<file path="config.mk">
export PLATFORM = sky130hd
export DESIGN_NAME = sync_hs_rx_ctrl
export DESIGN_NICKNAME = d
export VERILOG_FILES = /design/src/rtl/sync_hs_rx_ctrl_pkg.sv /design/src/rtl/sync_bit_sreset.sv /design/src/rtl/sync_hs_rx_ctrl.sv
export SDC_FILE = /design/constraint.sdc
export NUM_CORES = 1
export LEC_CHECK = 0
export CORE_MARGIN = 2
export CORE_UTILIZATION = 32
export DETAILED_ROUTE_END_ITERATION = 8
export HOLD_SLACK_MARGIN = 0.1
export PLACE_DENSITY = 0.58
export RECOVER_POWER = 100
export SETUP_SLACK_MARGIN = 0.05
export SLEW_MARGIN = 0
export SYNTH_ARGS = -nofsm -noshare
export SYNTH_HDL_FRONTEND = slang
export SYNTH_HIERARCHICAL = 1
export SYNTH_SLANG_ARGS = --single-unit
</file>
<file path="constraint.sdc">
create_clock -name clk -period 2.36 [get_ports clk]
set_clock_uncertainty 0.05 [all_clocks]
set_input_delay 0.472 -clock clk [delete_from_list [all_inputs] [get_ports clk]]
set_output_delay 0.472 -clock clk [all_outputs]
set_load 0.02 [all_outputs]
</file>
<file path="src/rtl/sync_hs_rx_ctrl_pkg.sv">
// Shared types for the req/ack bundled-data receive controller.
// Holds the FSM state encoding and the default req synchronizer depth.
package sync_hs_rx_ctrl_pkg;

    localparam int unsigned SYNC_STAGES_DEF = 3;

    typedef enum logic [1:0] {
        INIT  = 2'd0,
        IDLE  = 2'd1,
        VALID = 2'd2,
        ACK   = 2'd3
    } state_e;

endpackage

</file>
<file path="src/rtl/sync_bit_sreset.sv">
// Single-bit multi-flop synchronizer with synchronous active-high clear.
// The last flop of the chain is the only safe consumer-side output.
module sync_bit_sreset
    import sync_hs_rx_ctrl_pkg::*;
#(
    parameter int unsigned SYNC_STAGES = SYNC_STAGES_DEF
) (
    input  logic clk,
    input  logic clr,
    input  logic d,
    output logic q
);

    logic [SYNC_STAGES-1:0] chain;

    always_ff @(posedge clk) begin
        if (clr) begin
            chain <= '0;
        end else begin
            chain <= {chain[SYNC_STAGES-2:0], d};
        end
    end

    assign q = chain[SYNC_STAGES-1];

endmodule

</file>
<file path="src/rtl/sync_hs_rx_ctrl.sv">
// Destination side of a 4-phase req/ack bundled-data crossing.
// Captures the word on synchronized req, offers it valid/ready, then acks.
module sync_hs_rx_ctrl
    import sync_hs_rx_ctrl_pkg::*;
#(
    parameter int unsigned DW          = 32,
    parameter int unsigned SYNC_STAGES = SYNC_STAGES_DEF,
    parameter int unsigned CNT_W       = 16
) (
    input  logic             clk,
    input  logic             clr,
    input  logic             async_req,
    input  logic [DW-1:0]    async_data,
    output logic             async_ack,
    output logic             out_pvld,
    input  logic             out_prdy,
    output logic [DW-1:0]    out_pd,
    input  logic             err_clr,
    output logic             err_sticky,
    output logic [CNT_W-1:0] xfer_cnt,
    output logic             busy
);

    localparam int unsigned IW = $clog2(SYNC_STAGES + 1);
    localparam logic [IW-1:0] INIT_LAST = IW'(SYNC_STAGES);

    logic             sync_req;
    state_e           state;
    state_e           state_nx;
    logic [IW-1:0]    init_cnt;
    logic             load;
    logic             err_set;
    logic             cnt_inc;
    logic             ack_q;
    logic             pvld_q;
    logic             busy_q;
    logic             err_q;
    logic [DW-1:0]    pd_q;
    logic [CNT_W-1:0] cnt_q;

    sync_bit_sreset #(
        .SYNC_STAGES(SYNC_STAGES)
    ) u_req_sync (
        .clk(clk),
        .clr(clr),
        .d  (async_req),
        .q  (sync_req)
    );

    // ack/pvld/busy are flops so nothing glitches back across the crossing
    always_ff @(posedge clk) begin
        if (clr) begin
            state    <= INIT;
            init_cnt <= '0;
            ack_q    <= 1'b0;
            pvld_q   <= 1'b0;
            busy_q   <= 1'b1;
            err_q    <= 1'b0;
            pd_q     <= '0;
            cnt_q    <= '0;
        end else begin
            state  <= state_nx;
            ack_q  <= (state_nx == ACK);
            pvld_q <= (state_nx == VALID);
            busy_q <= (state_nx != IDLE);
            if (state == INIT) begin
                init_cnt <= init_cnt + 1'b1;
            end
            if (load) begin
                pd_q <= async_data;
            end
            if (err_set) begin
                err_q <= 1'b1;
            end else if (err_clr) begin
                err_q <= 1'b0;
            end
            if (cnt_inc) begin
                cnt_q <= cnt_q + 1'b1;
            end
        end
    end

    always_comb begin
        state_nx = state;
        unique case (state)
            INIT:    if (init_cnt == INIT_LAST) state_nx = sync_req ? ACK : IDLE;
            IDLE:    if (sync_req) state_nx = VALID;
            VALID:   if (pvld_q && out_prdy) state_nx = ACK;
            ACK:     if (!sync_req) state_nx = IDLE;
            default: state_nx = INIT;
        endcase
    end

    // a req still high once the chain has flushed predates reset: ack and drop it
    always_comb begin
        load    = 1'b0;
        err_set = 1'b0;
        cnt_inc = 1'b0;
        unique case (1'b1)
            state == INIT: err_set = (state_nx == ACK);
            state == IDLE: load = sync_req;
            state == VALID: begin
                err_set = !sync_req;
                cnt_inc = pvld_q && out_prdy;
            end
            default: ;
        endcase
    end

    assign async_ack  = ack_q;
    assign out_pvld   = pvld_q;
    assign out_pd     = pd_q;
    assign err_sticky = err_q;
    assign xfer_cnt   = cnt_q;
    assign busy       = busy_q;

endmodule

</file>
==> results.json <==
{
  "status": "completed",
  "final_core_util_pct": 50.7,
  "count_of_fill_cells_added_during_filler_insertion": 664,
  "synth.cells.most_frequent": "74 x sky130_fd_sc_hd__nand2_1, 59 x sky130_fd_sc_hd__dfxtp_1, 40 x sky130_fd_sc_hd__a21oi_1",
  "design.portCount": 89,
  "clock_latency_ps": 320,
  "path_class": "in -> reg",
  "peakVddDrop_mv": 0.297,
  "total_routing_resource_utilization_after_global_routing_pct": 15.0,
  "synth_seq_area_share_pct": 52.7,
  "hold_slack_ps": 395,
  "numCtsBuffers": 9,
  "die-area_um2": 7690,
  "finalWeightedCongestion": 0.720,
  "worst_ep_required_time_ps": 2570,
  "achievable-frequency_ghz": 0.463,
  "clk_transition_reported_paths_ps": 60,
  "power-per-cell-area_nw_per_um2": 692,
  "report.final.setup_viol": 0,
  "finalHoldViolCount": 0,
  "layout-area-overhead-vs-synth_pct": 53.5,
  "post-route-drc-count": 0,
  "netlist.area_leader.share_pct": 52.7,
  "post_cts_resized": 0,
  "synth.ff_latch_count": 59,
  "synth.most_common_cell": "sky130_fd_sc_hd__nand2_1",
  "drive_gt1_share_pct": 5.80,
  "critical_path_arrival_ps": 2370,
  "syn_area_um2": 2240,
  "min-delay-start": "u_req_sync/chain[0]",
  "max_stage_delay_ps": 590,
  "grt_first_pass_wirelength_mm": 8.94,
  "drv_cap": 0,
  "final_wirelength_mm": 5.55,
  "p_leak_nw": 1.34,
  "detailroute.via_count": 2027,
  "timing.max_slew.rel_slack_pct": 23.8,
  "crit_path_max_fanout": 3,
  "initial_core_util_pct": 33.0,
  "finish.net_count": 396,
  "tns_ps": 0,
  "timing.final.crit_share_pct": 91.6,
  "drt.antenna.violating_nets": 0,
  "via_count_of_the_first_global_routing_pass": 1897,
  "numPortBuffers": 88,
  "reg2reg_from": "state[1]",
  "critPathCaptureType": "flip-flop",
  "number_of_slew_limit_violations_in_the_final_report": 0,
  "die-height_um": 87.7,
  "path_cells": "dlygate4sd3_1 -> nand4b_1 -> or4_4 -> or4_1 -> nand2_1",
  "die_x_um": 87.7,
  "min_tclk_post_route_ps": 2160,
  "total_power_w": 0.00238,
  "diodes": 0,
  "wl_per_cell_um": 12.1,
  "synth_area_leaders": "sky130_fd_sc_hd__dfxtp_1 53%, sky130_fd_sc_hd__nand2_1 12%, sky130_fd_sc_hd__a21oi_1 8.9%",
  "slowest_stage": "sky130_fd_sc_hd__or4_4",
  "worstHoldEndpoint": "u_req_sync/chain[1]",
  "synth_warnings": 6,
  "synth-main-ff-cell": "sky130_fd_sc_hd__dfxtp_1",
  "rows": 30,
  "ctsHtreeMaxLevel": 3,
  "synth-async-reset-ratio_pct": 0,
  "timing.critical_path.from_type": "input pin",
  "setup.reg_to_reg.worst_slack_ps": 360,
  "avgSynthCellArea_um2": 8.34,
  "cts_root_buf": "sky130_fd_sc_hd__clkbuf_8",
  "number_of_antenna_violations_at_the_first_check_in_global_routing": 0,
  "grt_setup_unrepaired": "no",
  "synthesis.instances": 269,
  "synth.net_count": 308,
  "maximum_number_of_pins_on_one_net_before_global_route_repair": 33,
  "drt_pass1_iterations": 4,
  "overflow": 0,
  "hpwlAfterDp_mm": 3.86,
  "synth_enable_flop_cells": 0,
  "drt_iter0_markers": 68,
  "ys_types": 31,
  "placeableCoreArea_um2": 6790,
  "cts_hold_repair.buffers": 0,
  "worst_min_path_class": "reg -> reg",
  "timing_worst_slew_pin_value_ps": 1140,
  "numClockSinks": 59,
  "cts_tree": "done",
  "regToRegEndpoint": "xfer_cnt[15]",
  "cts_max_path_buffers": 2,
  "routed_via_count_divided_by_cell_count": 4.43,
  "synth.largest_area_cell": "sky130_fd_sc_hd__dfxtp_1",
  "ff2ff_path_depth": 4,
  "postCtsSetupRepairBufs": 0,
  "hold_path_depth": 1
}
## layer usage
metal	routed length, um	vias up	track usage, %
met5	0	-	0
met4	70	0	7.41
met3	221	5	3.86
met2	2720	40	24.3
met1	2540	919	18.5
li1	-	1063	-
## power by group
group          internal [W]  switching, W
sequential          0.00102     0.0000173
combinational     0.0000916     0.0000653
clock              0.000808      0.000382
total               0.00192      0.000465
## cell usage in the layout, fill, tap and decap left out, types with 2 or more instances in the layout
cell / synthesis / layout
sky130_fd_sc_hd__nand2_1: 74 / 74
sky130_fd_sc_hd__buf_4: 0 / 3
sky130_fd_sc_hd__nor3_1: 4 / 4
sky130_fd_sc_hd__dfxtp_1: 59 / 59
sky130_fd_sc_hd__clkbuf_8: 0 / 9
sky130_fd_sc_hd__a21oi_1: 40 / 40
sky130_fd_sc_hd__or4_1: 2 / 2
sky130_fd_sc_hd__nand4_1: 5 / 5
sky130_fd_sc_hd__nor2_1: 18 / 17
sky130_fd_sc_hd__inv_1: 4 / 4
sky130_fd_sc_hd__bufinv_16: 0 / 4
sky130_fd_sc_hd__xor2_1: 3 / 3
sky130_fd_sc_hd__xnor2_1: 8 / 8
sky130_fd_sc_hd__nand3_1: 3 / 3
sky130_fd_sc_hd__clkdlybuf4s50_1: 0 / 34
sky130_fd_sc_hd__o21ai_0: 7 / 7
sky130_fd_sc_hd__nor4_1: 3 / 3
sky130_fd_sc_hd__nand2b_1: 2 / 2
sky130_fd_sc_hd__or3_1: 2 / 2
sky130_fd_sc_hd__clkbuf_1: 14 / 5
sky130_fd_sc_hd__dlygate4sd3_1: 0 / 53
sky130_fd_sc_hd__nor2b_1: 6 / 6
sky130_fd_sc_hd__ha_1: 2 / 2
## kinds of logic after synthesis
family,after synthesis,synth area share (%)
muxes,1,0.446
AOI/OAI and AO/OA,51,11.9
and+or+nand+nor,125,25.8
xor gates and xnor gates,11,4.30
DFF,59,52.7
adders and majority gates,2,1.12
buffers and inverters,20,3.74
## area by class of cell
class                      instances  area (um^2)  area share, %
clock buffer                      11          131           3.82
clock inverter                     5          125           3.64
inverter                           4         15.0          0.436
multi-input combinational        190          965           28.0
sequential                        59         1180           34.3
tap                               96          120           3.49
timing repair buffer              93          905           26.3
## critical path, delay by kind of cell
family,cells,cell delay [ps]
buffers and inverters,1,580
and+or+nand+nor,4,1320
## worst max-delay path by stage
stage          depth (start not counted)   startpoint  slack, ps           end
2_1_floorplan                          5  xfer_cnt[0]        460  xfer_cnt[14]
3_3_place_gp                           5     out_prdy        -20  xfer_cnt[15]
3_5_place_dp                           5     out_prdy         -6  xfer_cnt[15]
4_1_cts                                5     out_prdy        310  xfer_cnt[15]
5_1_grt                                6     out_prdy        120  xfer_cnt[11]
6_report                               5     out_prdy        200  xfer_cnt[15]
## stage by stage
stage | instance area [um^2] | setup slack, ps | std cells
floorplan | 2240 | 461 | 269
global placement | 3210 | -18.7 | 442
detailed placement | 3210 | -6.43 | 442
CTS | 3470 | 315 | 458
global route | 3440 | 124 | 458
finish | 3440 | 199 | 458
## state kept, by name, summed over array words and instances, names as in the netlist
name,cells
out_pvld,1
err_sticky,1
out_pd,32
busy,1
xfer_cnt,16
async_ack,1
init_cnt,2
state,2
u_req_sync/chain,3
Power figures use the tool's default switching activity.
